--- config.mk ---
export PLATFORM = sky130hd
export DESIGN_NAME = column_fetcher_mc_flat
export DESIGN_NICKNAME = d
export VERILOG_FILES = /design/src/rtl/column_fetcher_mc_if.sv /design/src/rtl/column_fetcher_mc.sv /design/src/flat_wrapper.sv
export SDC_FILE = /design/constraint.sdc
export NUM_CORES = 1
export LEC_CHECK = 0
export ABC_CLOCK_PERIOD_IN_PS = 7560
export CAP_MARGIN = 15
export CORE_UTILIZATION = 40
export DETAILED_ROUTE_END_ITERATION = 10
export PLACE_DENSITY_LB_ADDON = 0.12
export SYNTH_ARGS = -nofsm -noshare
export SYNTH_HDL_FRONTEND = slang
export SYNTH_SLANG_ARGS = --single-unit
--- constraint.sdc ---
create_clock -name clk -period 7.56 [get_ports clk]
set_input_delay 1.512 -clock clk [delete_from_list [all_inputs] [get_ports clk]]
set_output_delay 1.512 -clock clk [all_outputs]
set_load 0.02 [all_outputs]
--- src/rtl/column_fetcher_mc_if.sv ---
// column_fetcher_mc_if: control, ROM and per-channel FIFO signals of column_fetcher_mc
//   master: fetcher side (drives rom_en/rom_addr, out/empty, busy/done)
//   slave : environment side (drives start/cfg_*, rom_data, read)
interface column_fetcher_mc_if #(
  parameter int CHANNELS = 4,
  parameter int COL_W = 16,
  parameter int ADDR_W = 13
);
  logic start;
  logic [CHANNELS*ADDR_W-1:0] cfg_base;
  logic [CHANNELS*ADDR_W-1:0] cfg_len;
  logic rom_en;
  logic [ADDR_W-1:0] rom_addr;
  logic [COL_W-1:0] rom_data;
  logic [CHANNELS-1:0] read;
  logic [CHANNELS*COL_W-1:0] out;
  logic [CHANNELS-1:0] empty;
  logic busy;
  logic done;
  modport master (
    input start, cfg_base, cfg_len, rom_data, read,
    output rom_en, rom_addr, out, empty, busy, done
  );
  modport slave (
    output start, cfg_base, cfg_len, rom_data, read,
    input rom_en, rom_addr, out, empty, busy, done
  );
endinterface

--- src/rtl/column_fetcher_mc.sv ---
// column_fetcher_mc: streams per-channel column-ID ranges from a shared ROM into show-ahead FIFOs
//   clk  : rising-edge clock
//   rst  : asynchronous active-low reset
//   bus  : column_fetcher_mc_if.master (start/cfg_*, ROM port, per-channel read/out/empty, busy/done)
//   COLUMN_FETCHER_LOOP_EN: when defined, each channel re-streams its range forever
module column_fetcher_mc #(
  parameter int CHANNELS = 4,
  parameter int COL_W = 16,
  parameter int ADDR_W = 13,
  parameter int FIFO_DEPTH = 8,
  parameter int ROM_LAT = 1
) (
  input logic clk,
  input logic rst,
  column_fetcher_mc_if.master bus
);
  localparam int RW = CHANNELS > 1 ? $clog2(CHANNELS) : 1;
  localparam int FW = $clog2(FIFO_DEPTH);
  localparam int CW = FW + 1;
  typedef enum logic [1:0] {IDLE, RUN, DRAIN} state_t;
  state_t state, state_nx;
  logic [ADDR_W-1:0] addr_q [CHANNELS];
  logic [ADDR_W-1:0] remain [CHANNELS];
`ifdef COLUMN_FETCHER_LOOP_EN
  logic [ADDR_W-1:0] base_q [CHANNELS];
  logic [ADDR_W-1:0] len_q [CHANNELS];
`endif
  logic [CW-1:0] credit [CHANNELS];
  logic [FW:0] wptr [CHANNELS];
  logic [FW:0] rptr [CHANNELS];
  logic [COL_W-1:0] mem [CHANNELS][FIFO_DEPTH];
  logic [RW-1:0] rr_ptr, gnt, idx;
  logic gnt_vld, start_ok, pending, done_q;
  logic [ADDR_W-1:0] rom_addr_q;
  // vld/tg[0] is the issue register driving rom_en; stage ROM_LAT lines up with rom_data
  logic [ROM_LAT:0] vld;
  logic [RW-1:0] tg [ROM_LAT+1];
  logic [CHANNELS-1:0] elig, issue, wr, pop, empty_w, full;
  logic [CHANNELS*COL_W-1:0] out_w;
  assign start_ok = state == IDLE && bus.start;
  // done waits only for stages that have not reached the FIFO write yet
  assign pending = |vld[ROM_LAT-1:0];
  for (genvar i = 0; i < CHANNELS; i++) begin : g_ch
    // credit counts FIFO occupancy plus requests still in the ROM pipeline
    assign elig[i] = state == RUN && remain[i] != '0 && credit[i] < CW'(FIFO_DEPTH);
    assign issue[i] = gnt_vld && gnt == RW'(i);
    assign wr[i] = vld[ROM_LAT] && tg[ROM_LAT] == RW'(i);
    assign empty_w[i] = wptr[i] == rptr[i];
    assign full[i] = wptr[i] == {~rptr[i][FW], rptr[i][FW-1:0]};
    assign pop[i] = bus.read[i] && !empty_w[i];
    assign out_w[i*COL_W +: COL_W] = empty_w[i] ? '0 : mem[i][rptr[i][FW-1:0]];
    assert property (@(posedge clk) disable iff (!rst) !(wr[i] && full[i]));
  end
  // descending scan so the lowest offset from rr_ptr wins
  always_comb begin
    gnt = '0;
    gnt_vld = 1'b0;
    idx = '0;
    for (int k = CHANNELS - 1; k >= 0; k--) begin
      idx = RW'((int'(rr_ptr) + k) % CHANNELS);
      if (elig[idx]) begin
        gnt_vld = 1'b1;
        gnt = idx;
      end
    end
  end
`ifdef COLUMN_FETCHER_LOOP_EN
  always_comb begin
    state_nx = state;
    if (start_ok) state_nx = RUN;
  end
`else
  logic all_zero;
  always_comb begin
    all_zero = 1'b1;
    for (int k = 0; k < CHANNELS; k++) all_zero = all_zero && remain[k] == '0;
  end
  always_comb begin
    state_nx = state;
    if (start_ok) state_nx = bus.cfg_len == '0 ? DRAIN : RUN;
    if (state == RUN && all_zero) state_nx = DRAIN;
    if (state == DRAIN && !pending) state_nx = IDLE;
  end
`endif
  always_ff @(posedge clk or negedge rst) begin
    if (!rst) begin
      state <= IDLE;
      rr_ptr <= '0;
      vld <= '0;
      done_q <= 1'b0;
      rom_addr_q <= '0;
      for (int k = 0; k <= ROM_LAT; k++) tg[k] <= '0;
      for (int k = 0; k < CHANNELS; k++) begin
        addr_q[k] <= '0;
        remain[k] <= '0;
`ifdef COLUMN_FETCHER_LOOP_EN
        base_q[k] <= '0;
        len_q[k] <= '0;
`endif
        credit[k] <= '0;
        wptr[k] <= '0;
        rptr[k] <= '0;
      end
    end else begin
      state <= state_nx;
      done_q <= state == DRAIN && !pending;
      vld <= {vld[ROM_LAT-1:0], gnt_vld};
      tg[0] <= gnt;
      for (int k = 1; k <= ROM_LAT; k++) tg[k] <= tg[k-1];
      if (gnt_vld) begin
        rom_addr_q <= addr_q[gnt];
        rr_ptr <= gnt == RW'(CHANNELS - 1) ? '0 : gnt + RW'(1);
      end
      for (int k = 0; k < CHANNELS; k++) begin
        if (start_ok) begin
          addr_q[k] <= bus.cfg_base[k*ADDR_W +: ADDR_W];
          remain[k] <= bus.cfg_len[k*ADDR_W +: ADDR_W];
`ifdef COLUMN_FETCHER_LOOP_EN
          base_q[k] <= bus.cfg_base[k*ADDR_W +: ADDR_W];
          len_q[k] <= bus.cfg_len[k*ADDR_W +: ADDR_W];
`endif
        end else if (issue[k]) begin
`ifdef COLUMN_FETCHER_LOOP_EN
          addr_q[k] <= remain[k] == ADDR_W'(1) ? base_q[k] : addr_q[k] + ADDR_W'(1);
          remain[k] <= remain[k] == ADDR_W'(1) ? len_q[k] : remain[k] - ADDR_W'(1);
`else
          addr_q[k] <= addr_q[k] + ADDR_W'(1);
          remain[k] <= remain[k] - ADDR_W'(1);
`endif
        end
        credit[k] <= credit[k] + CW'(issue[k]) - CW'(pop[k]);
        if (wr[k]) wptr[k] <= wptr[k] + 1'b1;
        if (pop[k]) rptr[k] <= rptr[k] + 1'b1;
      end
    end
  end
  always_ff @(posedge clk) begin
    for (int k = 0; k < CHANNELS; k++)
      if (wr[k]) mem[k][wptr[k][FW-1:0]] <= bus.rom_data;
  end
  assign bus.rom_en = vld[0];
  assign bus.rom_addr = rom_addr_q;
  assign bus.out = out_w;
  assign bus.empty = empty_w;
  assign bus.busy = state != IDLE;
  assign bus.done = done_q;
endmodule

--- src/flat_wrapper.sv ---
// flat-port wrapper written by rule: the top's interface ports become plain ports
module column_fetcher_mc_flat 
#(
  parameter int CHANNELS = 4,
  parameter int COL_W = 16,
  parameter int ADDR_W = 13,
  parameter int FIFO_DEPTH = 8,
  parameter int ROM_LAT = 1
)
  (clk, rst, bus_start, bus_cfg_base, bus_cfg_len, bus_rom_data, bus_read, bus_rom_en, bus_rom_addr, bus_out, bus_empty, bus_busy, bus_done);
  column_fetcher_mc_if #(.CHANNELS(CHANNELS), .COL_W(COL_W), .ADDR_W(ADDR_W)) bus_i ();
  input logic clk;
  input logic rst;
  input wire logic [$bits(bus_i.start)-1:0] bus_start;
  input wire logic [$bits(bus_i.cfg_base)-1:0] bus_cfg_base;
  input wire logic [$bits(bus_i.cfg_len)-1:0] bus_cfg_len;
  input wire logic [$bits(bus_i.rom_data)-1:0] bus_rom_data;
  input wire logic [$bits(bus_i.read)-1:0] bus_read;
  output wire logic [$bits(bus_i.rom_en)-1:0] bus_rom_en;
  output wire logic [$bits(bus_i.rom_addr)-1:0] bus_rom_addr;
  output wire logic [$bits(bus_i.out)-1:0] bus_out;
  output wire logic [$bits(bus_i.empty)-1:0] bus_empty;
  output wire logic [$bits(bus_i.busy)-1:0] bus_busy;
  output wire logic [$bits(bus_i.done)-1:0] bus_done;
  assign bus_i.start = bus_start;
  assign bus_i.cfg_base = bus_cfg_base;
  assign bus_i.cfg_len = bus_cfg_len;
  assign bus_i.rom_data = bus_rom_data;
  assign bus_i.read = bus_read;
  assign bus_rom_en = bus_i.rom_en;
  assign bus_rom_addr = bus_i.rom_addr;
  assign bus_out = bus_i.out;
  assign bus_empty = bus_i.empty;
  assign bus_busy = bus_i.busy;
  assign bus_done = bus_i.done;
  column_fetcher_mc #(.CHANNELS(CHANNELS), .COL_W(COL_W), .ADDR_W(ADDR_W), .FIFO_DEPTH(FIFO_DEPTH), .ROM_LAT(ROM_LAT)) u_core (.clk(clk), .rst(rst), .bus(bus_i));
endmodule
==> key figures <==
Placement
  – Port Buf Inserts: 210
  – Worst slack, placed: 2.60 ns
  – RePlAce Congestion: 0.813
  – Inst Count DP: 3020
  – Hpwl dp: 44000 um

Cells and area
  – # nets final: 2317
  – Post-Layout Cell Count: 3159
  – Area added between synthesis and finish: 20.3%
  – Register area: 0.0198 sq mm
  – Area occupied by multi-input gates: 0.00902 sq mm
  – Share of layout cells above drive strength 1: 0.157
  – Fill cells: 6158
  – Antenna diodes: 0

Worst setup path
  – Worst Setup End Kind: flop
  – Worst reg-to-reg path cell count: 15
  – Setup crit start kind: flop
  – Most common cell on crit path: inv_1
  – Worst reg2reg setup slack: 2.57 ns
  – Max FO, Critical Path: 18
  – Buf/Inv on CP: 5
  – Crit Path Class: reg2reg
  – CP max-delay cell: o41ai_2
  – Critical Path AT: 5.53 ns
  – Crit path cell chain: inv_1 > ha_1 > or4b_1 > o41ai_2 > o21ai_0 > a21o_1 > a22oi_2 > inv_1 > ha_1 > o21ai_1 > inv_2 > ha_1 > inv_1 > fa_1 > inv_1
  – RR Startpoint: u_core.remain[26]$_DFFE_PN0P_
  – Worst Path Required: 8.10 ns
  – Reg2reg end: u_core.credit[9]$_DFF_PN0_
  – Slowest stage delay, CP: 0.67 ns
  – Crit path max-delay family: compound AO/OA/AOI/OAI gates

Floorplan
  – Ports: 211
  – Die Span Y: 272 um
  – Rows: 98
  – Die Span X: 272 um
  – Core region area: 0.0719 sq mm
  – Die Area: 0.0742 sq mm
  – Initial core utilization: 0.407

Timing
  – Final period util: 0.660
  – Final setup vio count: 0
  – Final hold violations: 0
  – Setup TNS: 0 ns
  – Post-layout min period: 4.99 ns
  – Max-slew violations: 0
  – Worst Max-Slew Pin Slew: 1.11 ns
  – Skew final: 0.0269 ns
  – Setup WS post-layout: 2.57 ns
  – RSZ-0062 raised after global routing: no
  – Rel. slew slack: 0.255
  – Peak Freq: 200 MHz
  – Tightest hold margin: 0.409 ns

Power
  – Leak Pwr: 12.2 nW
  – Power Dens Cells: 421 mW/mm^2
  – VDD IR-drop max: 0.264 mV
  – Power, Total: 0.0148 W

Clock tree
  – Clock tree sinks: 688
  – Clk slew on worst S/H paths: 0.06 ns
  – CTS root buffer: clkbuf_16
  – Post_cts resized: 0
  – Worst skew pair latency: 0.62 ns
  – # hold bufs at CTS: 0
  – Postcts setup bufs: 0
  – CTS Buf Count: 75
  – Clock buffer depth: 3
  – CTS HTree Levels: 3
  – CTS tree: yes

Synthesis
  – Main synth FF type: edfxtp_1
  – Mean Syn Cell Area: 15.5 sq um
  – Mapped Area: 0.0292 sq mm
  – EDFF count, synth: 512
  – Synth warnings: 0
  – Synth Instances: 1891
  – Async SR Flop Fraction: 0.256
  – Sequential area share after synthesis: 0.676
  – Seq cells post-synth: 688
  – Synth cell types: 61
  – Syn nets: 2058

Global route
  – Vias in the first global route: 17507
  – Overall routing resource usage: 0.191
  – Aggregate global routing overflow: 0
  – Initial antenna violation count: 0
  – First-pass GRT wire length: 107000 um
  – Largest net degree at the start of global routing: 90

Drt
  – Met2 Wirelength: 34600 um
  – Vias/cell: 5.33
  – First-pass iteration count of the detailed router: 5
  – DRT met1 WL: 31500 um
  – Wire per inst: 22.3 um
  – DR iter-0 viols: 1227
  – Vias: 16852
  – Wirelength, routed: 70500 um
  – DRC Markers: 0
  – Met3 wire length: 3080 um
  – Routed Antenna Nets: 0
  – Top routing layer used: met4

Worst hold path
  – Hold Crit Class: reg2reg
  – Hold Path End: u_core.tg[1]$_DFF_PN0_
  – Hold Startpoint: u_core.tg[3]$_DFF_PN0_
  – Hold depth: 0

Job
  – Max_cap viols: 0

Status
  – Status: finished clean
## final cells by class
type | instances | share of cell area
Clock buffer | 102 | 0.0595
Clock inverter | 34 | 0.00747
Inverter | 48 | 0.00512
Multi-Input combinational cell | 1062 | 0.257
Sequential cell | 688 | 0.563
Tap cell | 950 | 0.0338
Timing Repair Buffer | 275 | 0.0748
## per-stage QoR
step	cell area, sq um	util
finish	35200	0.489
global route	35200	0.489
CTS	35100	0.489
detailed placement	32700	0.456
global placement	32700	0.456
floorplan	29200	-
## Yosys cell counts, drive strengths merged, types with 6 or more instances
master,number,area share
edfxtp,512,0.53
dfrtp,176,0.15
nand2,148,0.019
nor2,138,0.018
mux4,128,0.099
o21ai,106,0.018
xor2,73,0.022
xnor2,68,0.020
mux2i,65,0.022
clkbuf,63,0.0081
nand3,58,0.0099
inv,48,0.0062
ha,36,0.015
nor4,36,0.0077
buf,30,0.0046
nor3,30,0.0051
a21oi,25,0.0043
nand4,19,0.0041
mux2,18,0.0076
nand2b,15,0.0032
o221a,13,0.0050
or3,13,0.0028
nor2b,6,0.0013
or4,6,0.0015
## routing by layer
metal	GRT usage	vias to the layer above
li1	-	7689
met5	0	-
met3	0.0276	98
met1	0.264	8636
met4	0.0491	0
met2	0.318	429
## worst max-delay path by stage
stage                                             start                       endpoint  cells after the start
after CTS                 u_core.remain[26]$_DFFE_PN0P_     u_core.credit[9]$_DFF_PN0_                     15
after floorplan           u_core.remain[26]$_DFFE_PN0P_  u_core.remain[23]$_DFFE_PN0P_                     14
after global routing      u_core.remain[26]$_DFFE_PN0P_     u_core.credit[9]$_DFF_PN0_                     15
after global placement    u_core.remain[26]$_DFFE_PN0P_     u_core.credit[9]$_DFF_PN0_                     15
after detailed placement  u_core.remain[26]$_DFFE_PN0P_     u_core.credit[9]$_DFF_PN0_                     15
final                     u_core.remain[26]$_DFFE_PN0P_     u_core.credit[9]$_DFF_PN0_                     15
## logic make-up after synthesis
logic type                 after synthesis  share of synthesized area
and+or+nand+nor                        494                     0.0792
muxes                                  211                      0.128
adders and majority gates               40                     0.0181
DFF                                    688                      0.676
buffers and inverters                  141                     0.0188
xor gates and xnor gates               141                     0.0422
AOI/OAI and AO/OA                      176                     0.0367
## cells in the final DEF, fill, tap and decap left out, drive strengths merged, types with 4 or more instances in the layout
cell             n
a21o             5
a21oi           25
a31oi            5
and3             4
buf             64
clkbuf         104
clkdlybuf4s50  209
clkinv          26
dfrtp          176
edfxtp         512
fa               4
ha              36
inv             51
mux2            18
mux2i           65
mux4           128
nand2          148
nand2b          15
nand3           58
nand4           19
nor2           138
nor2b            6
nor3            30
nor3b            4
nor4            36
o211ai           5
o21ai          106
o221a           13
or3             13
or4              6
xnor2           68
xor2            73
## state kept, by name (all words and copies together), names as in the netlist, 2 cells and up
name                 cells
u_core.mem             512
u_core.rr_ptr            2
u_core.remain           52
u_core.addr_q           52
u_core.vld               2
u_core.tg                4
u_core.wptr             16
u_core.credit           16
u_core.state             2
u_core.bus.rom_addr     13
u_core.rptr             16
## power breakdown
| group | total [W] | switching, W | leakage [nW] | internal (W) |
|---|---|---|---|---|
| registers | 0.00556 | 0.000694 | 6.70 | 0.00487 |
| logic | 0.00571 | 0.00308 | 4.38 | 0.00263 |
| clock network | 0.00353 | 0.00148 | 1.15 | 0.00205 |
Power figures use the tool's default switching activity.
